<file path="src/rtl/branch_resolver.sv">
// rtl/branch_resolver.sv - execute-side branch/JALR resolution and fetch redirect
//
// Takes the conditional branch or JALR that dispatch hands over and waits
// for the branch unit result that carries the same ROB tag. A not-taken
// branch resolves directly. A taken branch or any JALR first raises a
// redirect to fetch, together with a flush of the instruction fetch queue.
// The solved pulse that releases the dispatch stall follows the redirect
// handshake.
//
// Ports:
//   clk, rst                 clock (rising edge), asynchronous active-low reset
//   disp_branch, disp_jalr   control instruction dispatched this cycle
//   disp_tag/pc/imm          ROB tag, PC and branch offset of that instruction
//   ex_valid/tag/taken       branch unit result and condition outcome
//   ex_target                JALR target rs1+imm
//   redirect_valid/pc/ready  fetch redirect handshake
//   ifq_flush                one-cycle fetch queue flush pulse
//   branch_solved            one-cycle pulse, branch resolved
//   jalr_solved              one-cycle pulse, JALR resolved
//   busy                     an instruction is pending
//   proto_err                sticky dispatch protocol violation flag
module branch_resolver #(
  parameter int XLEN  = 32,
  parameter int TAG_W = 6
) (
  input  logic             clk,
  input  logic             rst,
  input  logic             disp_branch,
  input  logic             disp_jalr,
  input  logic [TAG_W-1:0] disp_tag,
  input  logic [XLEN-1:0]  disp_pc,
  input  logic [XLEN-1:0]  disp_imm,
  input  logic             ex_valid,
  input  logic [TAG_W-1:0] ex_tag,
  input  logic             ex_taken,
  input  logic [XLEN-1:0]  ex_target,
  output logic             redirect_valid,
  output logic [XLEN-1:0]  redirect_pc,
  input  logic             redirect_ready,
  output logic             ifq_flush,
  output logic             branch_solved,
  output logic             jalr_solved,
  output logic             busy,
  output logic             proto_err
);

  typedef enum logic [1:0] {
    IDLE      = 2'd0,
    WAIT_BR   = 2'd1,
    WAIT_JALR = 2'd2,
    REDIRECT  = 2'd3
  } state_t;

  state_t           state;
  logic [TAG_W-1:0] tag_q;
  logic [XLEN-1:0]  pc_q;
  logic [XLEN-1:0]  imm_q;
  logic             kind_jalr_q;   // 1: pending instruction is a JALR

  logic             ex_match;
  logic [XLEN-1:0]  jalr_mask;

  assign ex_match  = ex_valid && (ex_tag == tag_q);
  // JALR targets are forced to an even address by clearing bit 0.
  assign jalr_mask = {{(XLEN-1){1'b1}}, 1'b0};
  assign busy      = (state != IDLE);

  always_ff @(posedge clk or negedge rst) begin
    if (!rst) begin
      state          <= IDLE;
      tag_q          <= '0;
      pc_q           <= '0;
      imm_q          <= '0;
      kind_jalr_q    <= 1'b0;
      redirect_valid <= 1'b0;
      redirect_pc    <= '0;
      ifq_flush      <= 1'b0;
      branch_solved  <= 1'b0;
      jalr_solved    <= 1'b0;
      proto_err      <= 1'b0;
    end else begin
      // Pulse outputs fall back to 0 unless re-asserted below.
      ifq_flush     <= 1'b0;
      branch_solved <= 1'b0;
      jalr_solved   <= 1'b0;

      // Dispatch may only hand over a new instruction while idle.
      if ((state != IDLE) && (disp_branch || disp_jalr)) begin
        proto_err <= 1'b1;
      end

      case (state)
        IDLE: begin
          if (disp_branch) begin
            tag_q       <= disp_tag;
            pc_q        <= disp_pc;
            imm_q       <= disp_imm;
            kind_jalr_q <= 1'b0;
            state       <= WAIT_BR;
            // A simultaneous JALR is dropped; the branch takes the slot.
            if (disp_jalr) begin
              proto_err <= 1'b1;
            end
          end else if (disp_jalr) begin
            tag_q       <= disp_tag;
            pc_q        <= disp_pc;
            imm_q       <= '0;
            kind_jalr_q <= 1'b1;
            state       <= WAIT_JALR;
          end
        end

        WAIT_BR: begin
          if (ex_match) begin
            if (ex_taken) begin
              redirect_pc    <= pc_q + imm_q;
              redirect_valid <= 1'b1;
              ifq_flush      <= 1'b1;
              state          <= REDIRECT;
            end else begin
              branch_solved  <= 1'b1;
              state          <= IDLE;
            end
          end
        end

        WAIT_JALR: begin
          if (ex_match) begin
            redirect_pc    <= ex_target & jalr_mask;
            redirect_valid <= 1'b1;
            ifq_flush      <= 1'b1;
            state          <= REDIRECT;
          end
        end

        REDIRECT: begin
          // redirect_valid is always 1 here, so ready alone completes it.
          if (redirect_ready) begin
            redirect_valid <= 1'b0;
            branch_solved  <= ~kind_jalr_q;
            jalr_solved    <= kind_jalr_q;
            state          <= IDLE;
          end
        end

        default: state <= IDLE;
      endcase
    end
  end

endmodule

</file>
<file path="config.mk">
export PLATFORM = sky130hd
export DESIGN_NAME = branch_resolver
export DESIGN_NICKNAME = d
export VERILOG_FILES = /design/src/rtl/branch_resolver.sv
export SDC_FILE = /design/constraint.sdc
export NUM_CORES = 1
export LEC_CHECK = 0
export BUFFER_PORTS_ARGS = -buffer_cell sky130_fd_sc_hd__buf_2
export CAP_MARGIN = 30
export CORE_UTILIZATION = 25
export DETAILED_ROUTE_END_ITERATION = 10
export PLACE_DENSITY = 0.47
export SLEW_MARGIN = 20
export SYNTH_ARGS = -nofsm -noshare
export SYNTH_HDL_FRONTEND = slang
export SYNTH_SLANG_ARGS = --single-unit
</file>
<file path="constraint.sdc">
create_clock -name clk -period 3.25 [get_ports clk]
set_input_delay 0 -clock clk [delete_from_list [all_inputs] [get_ports clk]]
set_output_delay 0 -clock clk [all_outputs]
set_load 0.01 [all_outputs]
</file>
==> impl_results.md <==
- Status: finished with violations
- Violated checks: design-rule violations
- Port Buffers: 151
- Nets: 1045
- Cell row count: just under 60
- DR vias: just under 6000
- GRT Total Usage: between 10% and 20%
- Crit path time final: between 2 and 3 ns
- Largest family of logic cells by synthesized area: compound AO/OA/AOI/OAI gates
- Unrepaired setup endpoints after global routing: false
- Hold Path Class: in -> reg
- Cell count after synthesis: between 600 and 700
- Grt ovf: 0
- EDFF count, synth: 0
- Post-route non-filler standard cell count: between 1000 and 1500
- Leakage: 0.00405 µW
- Power share of the clock group: between 10 and 15%
- Yosys reg bits: between 100 and 150
- Yosys cell types: between 50 and 60
- CP Capture Type: flip-flop
- Clock transition at the registers of the reported paths: 0.07 ns
- Total Routed Length: approximately 20000 µm
- Top FF cell, synth: dfrtp_1
- Hpwl dp: approximately 15000 µm
- Hold-fix buffers at CTS: 101
- CP Data Arrival Time: roughly 3 ns
- CTS tree: built
- CP Max Fanout: 5
- P&R area growth vs syn: 37.8%
- Die ar.: about 26000 µm²
- Initial Utilization: around 25%
- Sequential area share after synthesis: 43.1%
- Ratio of cells with drive above 1 in the final layout: around 25%
- Setup_tns: 0 ns
- Dpl cells: roughly 1100
- Post-synthesis compound-gate area fraction: ~22%
- Clock sinks: 110
- Htree depth: 3
- CP Data Required Time: about 3.5 ns
- Fin crit share: between 80% and 90%
- # fillers: around 2700
- Inserted Clock Buffers: 9
- Relative slew margins: between 40% and 50%
- Final ANT Viol Nets: 0
- Largest net degree at the start of global routing: 57
- Post-synthesis simple-gate area fraction: ~12%
- CP startpoint kind: flip-flop
- Crit-path max cell delay: between 0.5 and 0.6 ns
- Die W: approximately 160 µm
- CP Buf/Inv Count: 0
- Switching share of total power: between 40% and 50%
- Mean Syn Cell Area: a little under 10 µm²
- First-pass GRT wire length: between 30000 and 40000 µm
- Synth area leader: dfrtp_1
- 1st-pass router iterations: 8
- Post-Syn Area: 6380 µm²
- Post-route DRC: 1
- Critical path type: reg -> reg
- Most frequent cells in the layout: buf_2, dfrtp_1, dlygate4sd3_1
- Vias per std cell: 4.72
- Xor/xnor share of the synthesized area: approximately 3.2%
- Core ar.: around 25000 µm²
- Mux cell area share after synthesis: approximately 8%
- RD Place Congestion: just over 0.8
- Worst-Margin Slew: around 0.76 ns
- Gates resized, CTS repair: 0
- Post-Synth Adder-Cell Area: approximately 7.4%
- Share of the synthesized area in the top cell type: ~43%
- Layout Skew: approximately 0.0057 ns
- Die Ht: about 160 µm
- Max-cap violations: 0
- Fin. max-slew vios: 0
- Setup Fix Bufs, Post-CTS: 0
- WL/cell: between 15 and 20 µm
- CP max stage cell: a221oi_1
- DRT iter0 DRCs: between 300 and 400
- Sequential share of power: approximately a quarter
- Synth warn: 0
- Clock Tree Root: clkbuf_16
- CP top delay family: compound AO/OA/AOI/OAI gates
- Internal Power: between 5000 and 6000 µW
- CP Cell Sequence: ha_1, a21oi_1, o221ai_1, a21oi_1, o221ai_1, a221oi_1, xnor2_1, o22ai_1
- Max VDD drop: between 0.5 and 0.6 mV
- Vias in the first global route: approximately 5700
- Async set or reset register ratio after synthesis: between 90% and 100%
- FMAX: between 300 and 400 MHz
- Initial antenna violation count: 0
- Gate power share: between 60 and 70%
- Commonest non-fill, non-tap cell in the layout: buf_2
- Ports: roughly 150
- Clk buf depth: 2
- Final setup fails: 0
- Sw power: 4620 µW
- Final hold violations: 0
- Largest cells by area after synthesis: dfrtp_1, ha_1, mux2_2
- R2R setup slack: about 0.46 ns
- Syn_nets: around 810
- Inserted Diodes: 0
- Pwr/cell area: between 1000 and 1500 nW/µm²
- Clock latency on the worst-skew pair: roughly 0.35 ns
==> cell families after synthesis <==
logic type               Yosys count
flip-flops                       110
AND/OR/NAND/NOR                  169
multiplexers                      46
AO/OA/AOI/OAI                    217
buffers and inverters             54
XOR/XNOR                          23
adder cells (fa/ha/maj)           37
==> cell type report <==
type / instances / area, µm² / area share [%]
flip-flops and latches: 110 / 2750 / 31.3
clock buffers: 13 / 270 / 3.07
clock inverters: 1 / 5.00 / 0.0569
well taps: 330 / 413 / 4.70
inverters: 21 / 78.8 / 0.897
multi-input cells: 492 / 3420 / 39.0
repair buffers: 259 / 1850 / 21.0
==> per-stage QoR <==
step	cell area, µm²	total power, µW	setup WS (ns)	util [%]	hold WS, ns
global route	8790	10800	0.264	35.0	0.0429
finish	8790	9880	0.459	35.0	0.0147
CTS	8790	9970	0.430	35.0	0.00698
detailed placement	7500	8750	0.434	29.9	0.108
global placement	7500	8700	0.465	29.9	0.117
floorplan	6380	6990	0.962	-	-0.296
==> cells in the mapped netlist, types with 2 or more instances <==
cell and number:
a221oi_1 3, a22o_1 32, or4_1 3, and3_1 11
nor2b_1 5, and2_1 4, inv_1 20, nor2_1 47
a211oi_2 3, a211oi_1 6, mux2_2 39, or3_1 4
o21ai_0 35, buf_6 2, o211ai_1 6, nor4_1 2
o41a_1 2, buf_2 6, nand2_1 49, a21o_1 8
o21ai_1 9, o21bai_1 7, mux2i_1 7, xor2_1 9
o21a_1 6, clkbuf_1 24, nand4_1 8, o221ai_1 3
nor3_1 14, nand3_1 15, o31ai_1 5, nand2b_1 2
a31oi_1 5, o22ai_1 3, xnor2_1 14, a21oi_1 71
or2_2 2, ha_1 36, dfrtp_1 110
==> power groups by stage <==
stage | sequential [µW] | combinational [µW] | clock [µW]
2_1_floorplan | 2520 | 4470 | 0
6_report | 2500 | 6310 | 1070
4_1_cts | 2510 | 6340 | 1110
5_1_grt | 2600 | 7080 | 1170
3_3_place_gp | 2520 | 6180 | 0
3_5_place_dp | 2540 | 6210 | 0
==> metal layers <==
layer / vias up / share of wire (%) / track usage [%]
li1: 2875 / - / -
met1: 2745 / 50 / 22.3
met2: 143 / 45 / 24.0
met3: 19 / 3.7 / 2.32
met4: 0 / 1.8 / 4.85
met5: - / 0 / 0
==> final timing paths <==
path	start	endpoint	cells past startpoint
setup / recovery	pc_q[17]$_DFFE_PN0P_	redirect_pc[31]$_DFFE_PN0P_	8
hold / removal	ex_target[11]	redirect_pc[11]$_DFFE_PN0P_	4
setup reg to reg	pc_q[17]$_DFFE_PN0P_	redirect_pc[31]$_DFFE_PN0P_	8
hold reg to reg	redirect_pc[0]$_DFFE_PN0P_	redirect_pc[0]$_DFFE_PN0P_	2
max in group asynchronous	rst	imm_q[20]$_DFFE_PN0P_	3
min in group asynchronous	rst	imm_q[0]$_DFFE_PN0P_	2
==> state kept, by name (all words and copies together) (netlist names) <==
register,count
ifq_flush,1
kind_jalr_q,1
tag_q,6
redirect_pc,32
proto_err,1
branch_solved,1
pc_q,32
imm_q,32
state,2
jalr_solved,1
redirect_valid,1
==> worst reg2reg max path, delay by kind of cell (launching register included) <==
kind	cells	cell delay [ns]
DFF	1	0.38
xor gates and xnor gates	1	0.18
AOI/OAI and AO/OA	6	1.71
adders and majority gates	1	0.38
No activity file was read; power rests on OpenSTA's default activity.
